===== config.mk =====
export PLATFORM = sky130hd
export DESIGN_NAME = store_buffer
export DESIGN_NICKNAME = d
export VERILOG_FILES = /design/src/rtl/store_buffer.sv
export SDC_FILE = /design/constraint.sdc
export NUM_CORES = 1
export LEC_CHECK = 0
export ABC_AREA = 1
export CORE_MARGIN = 8
export CORE_UTILIZATION = 27
export DETAILED_ROUTE_END_ITERATION = 6
export GPL_ROUTABILITY_DRIVEN = 1
export PLACE_DENSITY = 0.5
export SYNTH_ARGS = -nofsm -noshare
export SYNTH_HDL_FRONTEND = slang
export SYNTH_SLANG_ARGS = --single-unit

===== constraint.sdc =====
create_clock -name CLK -period 4.1 [get_ports CLK]
set_clock_uncertainty 0.05 [all_clocks]
set_input_delay 0.41 -clock CLK [delete_from_list [all_inputs] [get_ports CLK]]
set_output_delay 0.41 -clock CLK [all_outputs]
set_load 0.01 [all_outputs]

===== src/rtl/store_buffer.sv =====
// In-order store queue: accepts stores from issue, retires one per cycle to data memory,
// and forwards the youngest matching store's data to the load currently accessing memory.
module store_buffer #(
    parameter int DEPTH = 4,
    parameter int PTRW  = 2
) (
    input  logic            CLK,
    input  logic            Reset,
    input  logic            StoreValid,
    input  logic [31:0]     StoreA,
    input  logic [31:0]     StoreWD,
    output logic            StoreReady,
    output logic [31:0]     DataMem_WA,
    output logic [31:0]     DataMem_WD,
    output logic            DataMem_WE,
    input  logic            DataMem_Busy,
    input  logic [31:0]     LoadA,
    output logic            LoadHit,
    output logic [31:0]     LoadData,
    output logic            Empty,
    output logic [PTRW:0]   Count
);

    logic [DEPTH-1:0] validQ;
    logic [31:0]      addrQ [DEPTH];
    logic [31:0]      dataQ [DEPTH];
    logic [PTRW-1:0]  headPtr;
    logic [PTRW-1:0]  tailPtr;
    logic [PTRW:0]    entryCount;

    logic enqueue;
    logic retire;
    logic fwdHit;
    logic [31:0] fwdData;

    // Readiness ignores a same-cycle retire, so a full queue always refuses.
    assign StoreReady = (entryCount != (PTRW+1)'(DEPTH));
    assign Empty      = (entryCount == '0);
    assign Count      = entryCount;
    assign DataMem_WE = ~Empty;
    assign DataMem_WA = Empty ? 32'd0 : addrQ[headPtr];
    assign DataMem_WD = Empty ? 32'd0 : dataQ[headPtr];

    assign enqueue = StoreValid & StoreReady;
    assign retire  = DataMem_WE & ~DataMem_Busy;

    always_ff @(posedge CLK) begin
        if (Reset) begin
            headPtr    <= '0;
            tailPtr    <= '0;
            entryCount <= '0;
            validQ     <= '0;
        end else begin
            if (enqueue) begin
                validQ[tailPtr] <= 1'b1;
                tailPtr         <= tailPtr + PTRW'(1);
            end
            if (retire) begin
                validQ[headPtr] <= 1'b0;
                headPtr         <= headPtr + PTRW'(1);
            end
            case ({enqueue, retire})
                2'b10:   entryCount <= entryCount + (PTRW+1)'(1);
                2'b01:   entryCount <= entryCount - (PTRW+1)'(1);
                default: entryCount <= entryCount;
            endcase
        end
    end

    // Payload storage needs no reset; the valid bits and counters gate every use of it.
    always_ff @(posedge CLK) begin
        if (enqueue) begin
            addrQ[tailPtr] <= StoreA;
            dataQ[tailPtr] <= StoreWD;
        end
    end

    // Walk oldest to youngest so the last match found is the youngest store.
    always_comb begin
        fwdHit  = 1'b0;
        fwdData = 32'd0;
        for (int i = 0; i < DEPTH; i++) begin
            if (validQ[headPtr + PTRW'(i)] && (addrQ[headPtr + PTRW'(i)] == LoadA)) begin
                fwdHit  = 1'b1;
                fwdData = dataQ[headPtr + PTRW'(i)];
            end
        end
    end

    assign LoadHit  = fwdHit;
    assign LoadData = fwdData;

endmodule


* After elaboration in Yosys (flattened, before gate mapping) *
Memory sizes are Yosys's and may differ from the RTL's. A register that Yosys moved wholly into a read port is not among the register bits.
Cells that the tools add are included.

operators by class
  $add $sub $neg = 6
  multipliers = 0
  divide/modulo/power cells = 0
  $lt $le $gt $ge = 7
  equal/unequal tests = 7
  shift operators = 0
  mux-type cells = 32
  bitwise operators = 7
  reduce and logical (&&, ||, !) cells = 8

operators with widths
  kind                 count
  $mux 32              6
  $eq 32x32->1         4
  $lt 2x3->1 const B   5
  $mux 1               12
  $mux 4               3
  $bmux 1 s2           4
  $mux 2               4
  $logic_and 1x1->1    6
  $pmux 3 s2           1
  $add 2x1->2 const B  2
  $add 2x2->2 const B  2
  $and 4x4->4          1
  $demux 1 s2          2
  $ge 2x1->1 const B   2
  $not 4->4            1
  $or 4x4->4           1
  $add 3x1->3 const B  1
  $logic_not 3->1      1
  $ne 3x3->1 const B   1
  $sub 3x1->3 const B  1
  $and 1x1->1          2
  $eq 2x1->1 const B   1
  $eq 2x2->1 const B   1
  $not 1->1            2
  $reduce_bool 2->1    1

word-level totals
  register bits after elaboration = 11
  latch bits = 0
  memory bits (writable) = 256
  ROM bits = 0
  input bits = 100
  output and inout port bits = 103
  logic and storage cells = 73
  memories kept = 2

memories
  memory  words  width  rd ports  clocked after memory_dff  wr ports  RTL line  text
  addrQ   4      32     4         1                         1         25        logic [31:0] addrQ [DEPTH];
  dataQ   4      32     4         1                         1         26        logic [31:0] dataQ [DEPTH];

* Depth between registers and ports, before layout *
Gate-level depths: netlist (run 1).

  depth after elaboration = 9
  mapped depth = 24
  depth with buffers taken out = 16

* Least setup slack after synthesis (run 1) *
OpenSTA, ideal clock, no wires.

  path type = flip-flop to flip-flop
  start = register entryCount[0] (netlist: Count[0])
  end = memory addrQ[0][0] (enable)
  setup time = 0.488 ns
  arrival = 3.565 ns
  required time = 3.562 ns
  path slack = -0.003 ns
  stages on the path, launching flop included = 5
  path buffers = 0
  clock period less this slack = 4.103 ns
  cell sequence = dfxtp_1 > inv_1 > nand3_1 > nand2_1 > nor2_1

between the ends
  longest elaborated chain between the ends = 4

RTL lines
  item                          RTL line  text
  start: declaration            29        logic [PTRW:0] entryCount;
  start signal: assignment      63        2'b10: entryCount <= entryCount + (PTRW+1)'(1);
  start signal: assignment      64        2'b01: entryCount <= entryCount - (PTRW+1)'(1);
  start signal: assignment      65        default: entryCount <= entryCount;
  $ne 3x3->1                    37        assign StoreReady = (entryCount != (PTRW+1)'(DEPTH));
  named net StoreReady          12        output logic StoreReady,
  $and 1x1->1                   44        assign enqueue = StoreValid & StoreReady;
  $mux 1                        72        if (enqueue) begin
  $mux 1 (not written as such)  73        addrQ[tailPtr] <= StoreA;
  end: declaration              25

The timed path passes the listed nets, and every way through them passes these cells.

* Worst setup path in the final report (run 1) *
  start = register headPtr[0]
  end = output LoadData[10]

between the ends
  longest elaborated chain between the ends = 7
  elaborated cells on any way between the ends = 24
  classes of those cells = add/sub: 3; eq/ne: 3; mux: 12; reduce/logical: 4; memory: 2

RTL lines
  item                                          RTL line  text
  start: declaration                            27        logic [PTRW-1:0] headPtr;
  start signal: assignment                      60        headPtr <= headPtr + PTRW'(1);
  $add 2x1->2 or $bmux 1 s2 (tied branches)     83, 85
  $mem_v2 4x32, or another cell as far along    --
  $eq 32x32->1, or another cell as far along    83        if (validQ[headPtr + PTRW'(i)] && (addrQ[headPtr + PTRW'(i)] == LoadA)) begin
  $logic_and 1x1->1 or $mux 32 (tied branches)  83
  $mux 32 (2 in a row)                          83
  $mux 32 *                                     83
  end: declaration                              19        output logic [31:0] LoadData,

Mark *: on every way between the ends. The rest lies on a longest branch, timed or not. The select of a mux whose other input is x is not followed.

==> results.cfg, run 1 <==
[run_status]
outcome = complete, but fails checks
failed_checks = DRC

[drt]
initialDrtViolationCount = 1850
drt_wl_total_um = 77700
route.vias.total = 19600
drtPass1Iterations = 7
drc_errors = 13
route.detailed.wl_per_inst_um = 20.4
antenna_left = 0
viasPerCell = 5.15

[pwr]
p_seq_frac = 0.213
max-vdd-ir-drop_v = 0.000513
internal-power_mw = 8.54
share_clk_of_total_power = 0.194
power.density_nw_per_um2 = 696
leakage_power_nw = 9.88
power_switching_mw = 7.82
swShare = 0.478
combPwrFrac = 0.593

[synthesis]
synth.most_common_cell = sky130_fd_sc_hd__nand2_1
synth_seq_area_share = 0.422
synth_edf_count = 256
synth_top_cells_by_count = sky130_fd_sc_hd__nand2_1 (1,008), sky130_fd_sc_hd__nand3_1 (322), sky130_fd_sc_hd__edfxtp_1 (256), sky130_fd_sc_hd__nor2_1 (236), sky130_fd_sc_hd__o21ai_0 (226)
synthesis.nets = 2821
synth_largest_area_cell = sky130_fd_sc_hd__edfxtp_1
postSynth.asyncResetShare = 0
most_used_dff_post_synth = sky130_fd_sc_hd__edfxtp_1
synth_seq_cells = 269
yosys-top-cells-area = sky130_fd_sc_hd__edfxtp_1 (41%), sky130_fd_sc_hd__nand2_1 (20%), sky130_fd_sc_hd__nand3_1 (8.6%)
synth_cell_types = 33
syn_avg_cell_area_um2 = 6.94
post_synth_instance_area_um2 = 18800
synth-warning-count = 0
synthCells = 2711
yosys.area.top_type_share = 0.409

[cts]
clk_pin_slew_worst_paths_ns = 0.06
tritoncts_clock_tree = built
clock_latency_late_sink_ns = 0.57
tritoncts.num_buffers = 35
htree_num_levels = 2
cts-root-buf = sky130_fd_sc_hd__clkbuf_16
clock_sink_count = 269
cts_buffer_depth = 3
cts-hold-fix-buffers = 0

[worst_setup_path]
crit_path_max_fanout = 16
worst_path_max_delay_cell = sky130_fd_sc_hd__dfxtp_4
worst_setup_path_end_kind = output pin
cpLargestDelayFamily = buffers and inverters
crit_path_cell_trace = inv_6 > ha_4 > inv_6 > buf_12 > nand3_1 > nand2_2 > nand2_1 > nand2_1 > a21oi_2 > nand2_1 > nor2_1 > nand3_1 > nor2_4 > buf_12 > buf_12 > buf_6 > a21oi_1 > a21oi_2 > clkdlybuf4s15_2
cp.arrival_ns = 3.54
wp_buf_inv = 7
crit_type = register to output pin
start_kind = register
reg2reg_setup_slack_ns = 1.59
critical_path_required_ns = 3.64
critPathMaxStageDelay_ns = 0.38

[die]
fp.dieArea_um2 = 78400
die_x_um = 280
core-area_um2 = 68800
start_util = 0.273
die_height_um = 280
boundaryPins = 203
floorplan.rows = 96

[placed_design]
hpwlAfterDp_um = 51400
gp_congestion = 0.910
buffer_ports.inserted = 202

[timing]
report.final.hold_viol_count = 0
timing.fmax_mhz = 250
hold-worst-slack_ns = 0.435
tns_ns = 0
setup_viol = 0
final.min_clock_period_ns = 4.00
timing_worst_slew_pin_value_ns = 1.01
grt_setup_unrepaired = yes
relSlewSlack = 0.330
final_max_slew_viol_count = 0
timing.final.crit_share = 0.975

[grt]
grt.total_usage = 0.192
grt_pass1_wl_um = 116000
overflow = 0
vias_in_the_first_global_route = 19000
initial_antenna_violation_count = 13
pin_count_of_the_biggest_net_entering_global_routing = 105

[cells_and_area]
fin_nets = 2959
num-fill-cells = 7164
drive_above_1_share = 0.0696
postLayoutCoreUtil = 0.341
relative_area_change_from_synthesis_to_final_layout_pct = 24.9

[min_path]
hp-class = input pin to register

[flow_run]
cap_viol_max_count = 0
[worst reg2reg max path, cell delays in order (launching register included)]
cell	delay (ns)
sky130_fd_sc_hd__dfxtp_1	0.34
sky130_fd_sc_hd__nor3_2	0.33
sky130_fd_sc_hd__buf_4	0.48
sky130_fd_sc_hd__nor2_1	0.10
sky130_fd_sc_hd__buf_4	0.20
sky130_fd_sc_hd__ha_1	0.19
sky130_fd_sc_hd__inv_1	0.09
sky130_fd_sc_hd__fa_1	0.42
sky130_fd_sc_hd__a211oi_1	0.23
[per-layer routing]
layer | vias up | share of wire | GRT usage
li1 | 9320 | - | -
met1 | 9338 | 0.41 | 0.239
met2 | 828 | 0.48 | 0.327
met3 | 148 | 0.074 | 0.0310
met4 | 8 | 0.032 | 0.0793
met5 | - | 0.00071 | 0
[state kept, by name, indices dropped and copies added (netlist names), named ones only]
register / count
addrQ: 128
dataQ: 128
validQ: 4
Count: 3
headPtr: 2
tailPtr: 2
[cell usage in the layout (no fill, tap or decap), types with 5 or more instances in the layout]
master                            Yosys  layout
sky130_fd_sc_hd__a211oi_1             7       7
sky130_fd_sc_hd__a21oi_1            180     175
sky130_fd_sc_hd__a21oi_2              1       6
sky130_fd_sc_hd__a32oi_1             32      32
sky130_fd_sc_hd__buf_12               0      27
sky130_fd_sc_hd__buf_16               0       6
sky130_fd_sc_hd__buf_4                6      32
sky130_fd_sc_hd__buf_6               11       5
sky130_fd_sc_hd__bufinv_16            0       5
sky130_fd_sc_hd__clkbuf_1            71       6
sky130_fd_sc_hd__clkbuf_16            0      35
sky130_fd_sc_hd__clkbuf_2             0      27
sky130_fd_sc_hd__clkdlybuf4s50_1      0     169
sky130_fd_sc_hd__clkinv_2             0       9
sky130_fd_sc_hd__dfxtp_1             13      10
sky130_fd_sc_hd__diode_2              0       9
sky130_fd_sc_hd__edfxtp_1           256     256
sky130_fd_sc_hd__ha_1                 9       8
sky130_fd_sc_hd__inv_1              155     154
sky130_fd_sc_hd__nand2_1           1008    1004
sky130_fd_sc_hd__nand3_1            322     320
sky130_fd_sc_hd__nor2_1             236     229
sky130_fd_sc_hd__nor2_4               2       7
sky130_fd_sc_hd__o211ai_1            18      18
sky130_fd_sc_hd__o21ai_0            226     223
sky130_fd_sc_hd__o21ai_1             13      16
sky130_fd_sc_hd__xor2_1              31      27
[final cells by class]
type | instances | area [um^2] | share of cell area
Tap cell | 931 | 1160 | 0.0496
Multi-Input combinational cell | 2104 | 9530 | 0.406
Inverter | 161 | 617 | 0.0262
Clock inverter | 21 | 278 | 0.0118
Clock buffer | 41 | 898 | 0.0382
Antenna cell | 9 | 22.5 | 0.000958
Timing Repair Buffer | 278 | 3030 | 0.129
Sequential cell | 269 | 7960 | 0.339
[final timing paths]
path,startpoint,to,cells past startpoint
worst max-delay path,headPtr[0],LoadData[10],19
worst max register to register,Count[0],Count[1],8
worst min register to register,validQ[2],validQ[2],2
worst min-delay path,StoreWD[14],dataQ[2][14],1
[kinds of logic after synthesis]
kind of cell,share of synthesized area
flops,0.422
simple gates,0.339
buf+inv,0.0778
mux,0.000532
xor+xnor,0.0144
fa+ha+maj,0.00705
compound gates,0.138
[power by group through the flow]
stage	Combinational (mW)	Clock (mW)	Sequential (mW)
2_1_floorplan	5.67	0	3.49
3_3_place_gp	9.03	0	3.52
3_5_place_dp	9.10	0	3.53
4_1_cts	9.57	3.29	3.47
5_1_grt	10.6	3.37	3.50
6_report	9.70	3.18	3.48
[metrics by stage]
stage | setup slack, ns | std cells | instance area [um^2] | power (mW)
global placement | 0.235 | 3730 | 22000 | 12.6
global route | -0.0696 | 3812 | 23500 | 17.5
detailed placement | 0.219 | 3730 | 22000 | 12.6
finish | 0.104 | 3814 | 23500 | 16.4
CTS | 0.000370 | 3804 | 23500 | 16.3
floorplan | -0.00286 | 2711 | 18800 | 9.16
[repair_timing]
action,4_1_cts,5_1_grt
endpoints found under the setup margin,33,35
pin swaps,5,6
setup buffers,4,1
gates resized for setup,80,60
gates cloned,8,0
(Power assumes the default switching activity.)
==> inputs of run 2 (changes only) <==
- CTS_CLUSTER_SIZE: unset -> 25
==> results of run 2 <==
Same layout as run 1: the final DEF is identical, and so are final timing and power.
==> RTL change 1: new RTL, flow settings as in run 1 <==
Reset style: asynchronous (`Reset`), changed in one clocked block.
--- a/src/rtl/store_buffer.sv
+++ b/src/rtl/store_buffer.sv
@@ -44,7 +44,7 @@
     assign enqueue = StoreValid & StoreReady;
     assign retire  = DataMem_WE & ~DataMem_Busy;
 
-    always_ff @(posedge CLK) begin
+    always_ff @(posedge CLK or posedge Reset) begin
         if (Reset) begin
             headPtr    <= '0;
             tailPtr    <= '0;
Behaviour: differs if Reset is asserted again (counterexample within 4 cycles, from zero or initial values and one cycle with Reset high); with Reset held inactive, the same outputs for 4 cycles.
==> RTL change 1 against run 1 <==
  * Sequential cell count shrank 2
  * Final area grew 4.3%
  * Power grew 32%
  * Hold slack lost 300 ps
  * Synthesized cell count shrank 8.2%
  * Worst setup slack lost 9.7 ps
  * Wire length shrank 5.7%
  * Area after synthesis shrank 5.4%
  * Final cell count shrank 2.7%
  * Sequential share of layout area shrank 1.3 points
  * Highest routed layer unchanged
==> RTL change 1: results <==
[power]
power_leakage_nw = 10.7
power_frac_seq_pct = 17.9
powerDensity_nw_per_um2 = 881
p_sw_share_pct = 47.5
peakVddDrop_v = 0.000577

[yosys]
synthArstFlopShare_pct = 4.12
syn_nets = 2598
synth_top_cells_by_count = "961 x nand2_1, 282 x nand3_1, 263 x o21ai_0, 256 x edfxtp_1, 194 x inv_1"
synth_area_leaders = "edfxtp_1 43%, nand2_1 20%, nand3_1 7.9%"

[worst_setup_path]
rr_startpoint = "Count[0]$_DFFE_PP0P_"
rr_endpoint = "Count[2]$_DFFE_PP0P_"
cp_max_fo = 8
rrSetupSlack_ps = 1490
reg2reg_depth = 9
crit_end = "LoadData[9]"

[grt]
met3_usage_pct = 4.17
grt_max_degree = 258
use_met2_pct = 30.8
grt_pass1_vias = 18128
track_usage_pct = 18.5

[finish]
num-fill-cells = 6649
n_antenna_cell = 3
signal_buffers = 441
seq_share_pct = 32.5
multi_input_area_share_pct = 36.3
inverters_excl_clock = 196
buf_share_pct = 19.0
clockBufferCount = 51
drive_above_1_share_pct = 15.7
multi_input_cells = 1879
seq_cells = 267

[status]
status = "complete, no violations"

[drt]
wl_um = 73300
drt_iter0_drc = 1830
wl_met1_um = 30200
drtPass1Iterations = 5
wl_met3_um = 6410

[clocking]
cts_buffers = 37
post_cts_buffers = 24
post_cts_resized = 189

[sta]
period_share_pct = 97.7
slew_headroom_pct = 37.2

[place]
hpwl_um = 45400
dp_slack_ps = 148
gp_congestion = 0.888

[min_path]
hold_path.class = "in2async"
-- RTL change 1: logic make-up after synthesis --
group           synth area share (%)
buf+inv                         7.83
xor+xnor                        1.08
flops                           44.7
compound gates                  12.3
fa+ha+maj                      0.745
simple gates                    33.2
mux                           0.0562
-- RTL change 1: worst max-delay path, stage by stage, from the launching register on --
cell	delay, ps
dfrtp_4	520
inv_8	90
ha_4	250
clkinv_8	100
buf_12	150
buf_6	120
nand3_1	100
nand3_1	80
o21ai_0	100
nor2_2	180
nand2_1	80
nor2_2	180
nand3_2	110
nor2_4	110
buf_12	140
buf_12	160
buf_12	130
o211ai_1	100
nand2_1	120
buf_2	140
-- RTL change 1: per-stage QoR --
step	instances	hold WS, ps	util (%)	TNS (ps)
after global placement	3598	469	33.7	0
after global routing	3709	162	37.4	-1130
after CTS	3698	118	36.7	-591
final	3712	134	37.4	0
after floorplan	2488	212	-	-8590
after detailed placement	3598	484	33.7	0
==> RTL change 2: new RTL, settings of run 1 <==
Made on the original files. `PTRW`: 2 -> 1.
--- a/src/rtl/store_buffer.sv
+++ b/src/rtl/store_buffer.sv
@@ -2,7 +2,7 @@
 // and forwards the youngest matching store's data to the load currently accessing memory.
 module store_buffer #(
     parameter int DEPTH = 4,
-    parameter int PTRW  = 2
+    parameter int PTRW  = 1
 ) (
     input  logic            CLK,
     input  logic            Reset,
Ports: changed (resized Count); port bits go from 203 to 202. No check against the original RTL was run, so the function may have changed too.
==> RTL change 2 against run 1 <==
  * Via count decreased by 63%
  * Sequential cell count decreased by 134
  * Area after synthesis decreased by 58%
  * Final cell count decreased by 57%
  * Clock power decreased by 50%
  * Sequential power decreased by 54%
  * Worst setup slack improved by 150 ps
  * Final area decreased by 54%
  * Wire length decreased by 66%
  * Sequential share of layout area increased by 2.8 points
  * Power decreased by 76%
  * Critical endpoint is now LoadData[3]
==> RTL change 2: results <==
[status]
status = "complete, no violations"

[clocking]
cts_buffers = 17
post_cts_buffers = 0
root_buffer = "clkbuf_16"
cts_max_level = 4
ctsLongestPathBuffers = 2
post_cts_resized = 0
clock_latency_ps = 420
cts.clk_slew.worst_paths_ps = 60

[grt]
grt_pass1_wl_um = 41200
antenna_found_initial = 3
grt_max_degree = 67
track_usage_pct = 15.1

[finish]
drive_above_1_share_pct = 5.25
fin_nets = 1326
num-fill-cells = 3030
reg_top3 = "addrQ (64), dataQ (64)"

[worst_setup_path]
slowest_stage = "dfxtp_4"
path_delay_family = "simple AND/OR/NAND/NOR gates"
critPathArrivalTime_ps = 3380
cp_max_fo = 32
cpPeakStageDelay_ps = 590

[power]
pg_clk_mw = 1.58
seq_power_mw = 1.59
powerDensity_nw_per_um2 = 360
power_leakage_nw = 4.51
p_sw_share_pct = 28.0
peakVddDrop_v = 0.000258

[yosys]
synthArstFlopShare_pct = 0
synth_area_leaders = "edfxtp_1 48%, nand2_1 17%, nand3_1 7.0%"
synth_compound_area_share_pct = 8.37
synthMuxAreaShare_pct = 0
syn_nets = 1144
synth_edf_count = 128
synth_fa_ha_area_share_pct = 0.157
yosysWarningCount = 0
seq_area_frac_synth_pct = 50.1
synth_top_cells_by_count = "361 x nand2_1, 141 x inv_1, 128 x edfxtp_1, 111 x nand3_1, 87 x nor2_1"
synth-xor-area-share_pct = 1.21
syn_area_per_cell_um2 = 7.62
yosysTopAreaCell = "edfxtp_1"
synth_cell_types = 26

[drt]
via_per_inst = 4.46
drc_errors = 0
drt_iter0_drc = 386
num_vias = 7272
drtPass1Iterations = 5
drt.antenna.violating_nets = 0
wl_um = 26700

[sta]
worst_slew_pin_slew_ps = 1060

[place]
gp_congestion = 0.797
hpwl_um = 19100
placedCellCount = 1596
port_buffers = 201
dp_slack_ps = 473
post_dp_cell_area_um2 = 10300

[min_path]
hold_path.class = "reg2reg"
==> RTL change 2: worst paths after layout <==
path,start,end,slack [ps],depth (start not counted)
max,flop,LoadData[3],260,14
min,validQ[1]$_SDFF_PP0_,validQ[1]$_SDFF_PP0_,460,2
max reg2reg,Count[0]$_SDFFE_PP0P_,dataQ[1][14]$_DFFE_PP_,1600,6
min reg2reg,validQ[1]$_SDFF_PP0_,validQ[1]$_SDFF_PP0_,460,2
==> RTL change 2: metal layers <==
layer  track usage [%]  vias to the layer above  share of wire, %
met5                 0                        -             0.086
met4              3.88                        4               1.4
met3              4.18                       28               6.3
met2              25.8                      184                48
met1              18.4                     3345                44
li1                  -                     3711                 -
==> RTL change 2: cell type report <==
class                      count  area, um^2  area share (%)
multi-input combinational    712        3130            28.8
clock inverter                14         176            1.62
sequential                   135        3990            36.6
antenna                        1        2.50          0.0230
clock buffer                  18         429            3.94
inverter                     146         553            5.07
timing repair buffer         213        2120            19.5
tap                          390         488            4.48
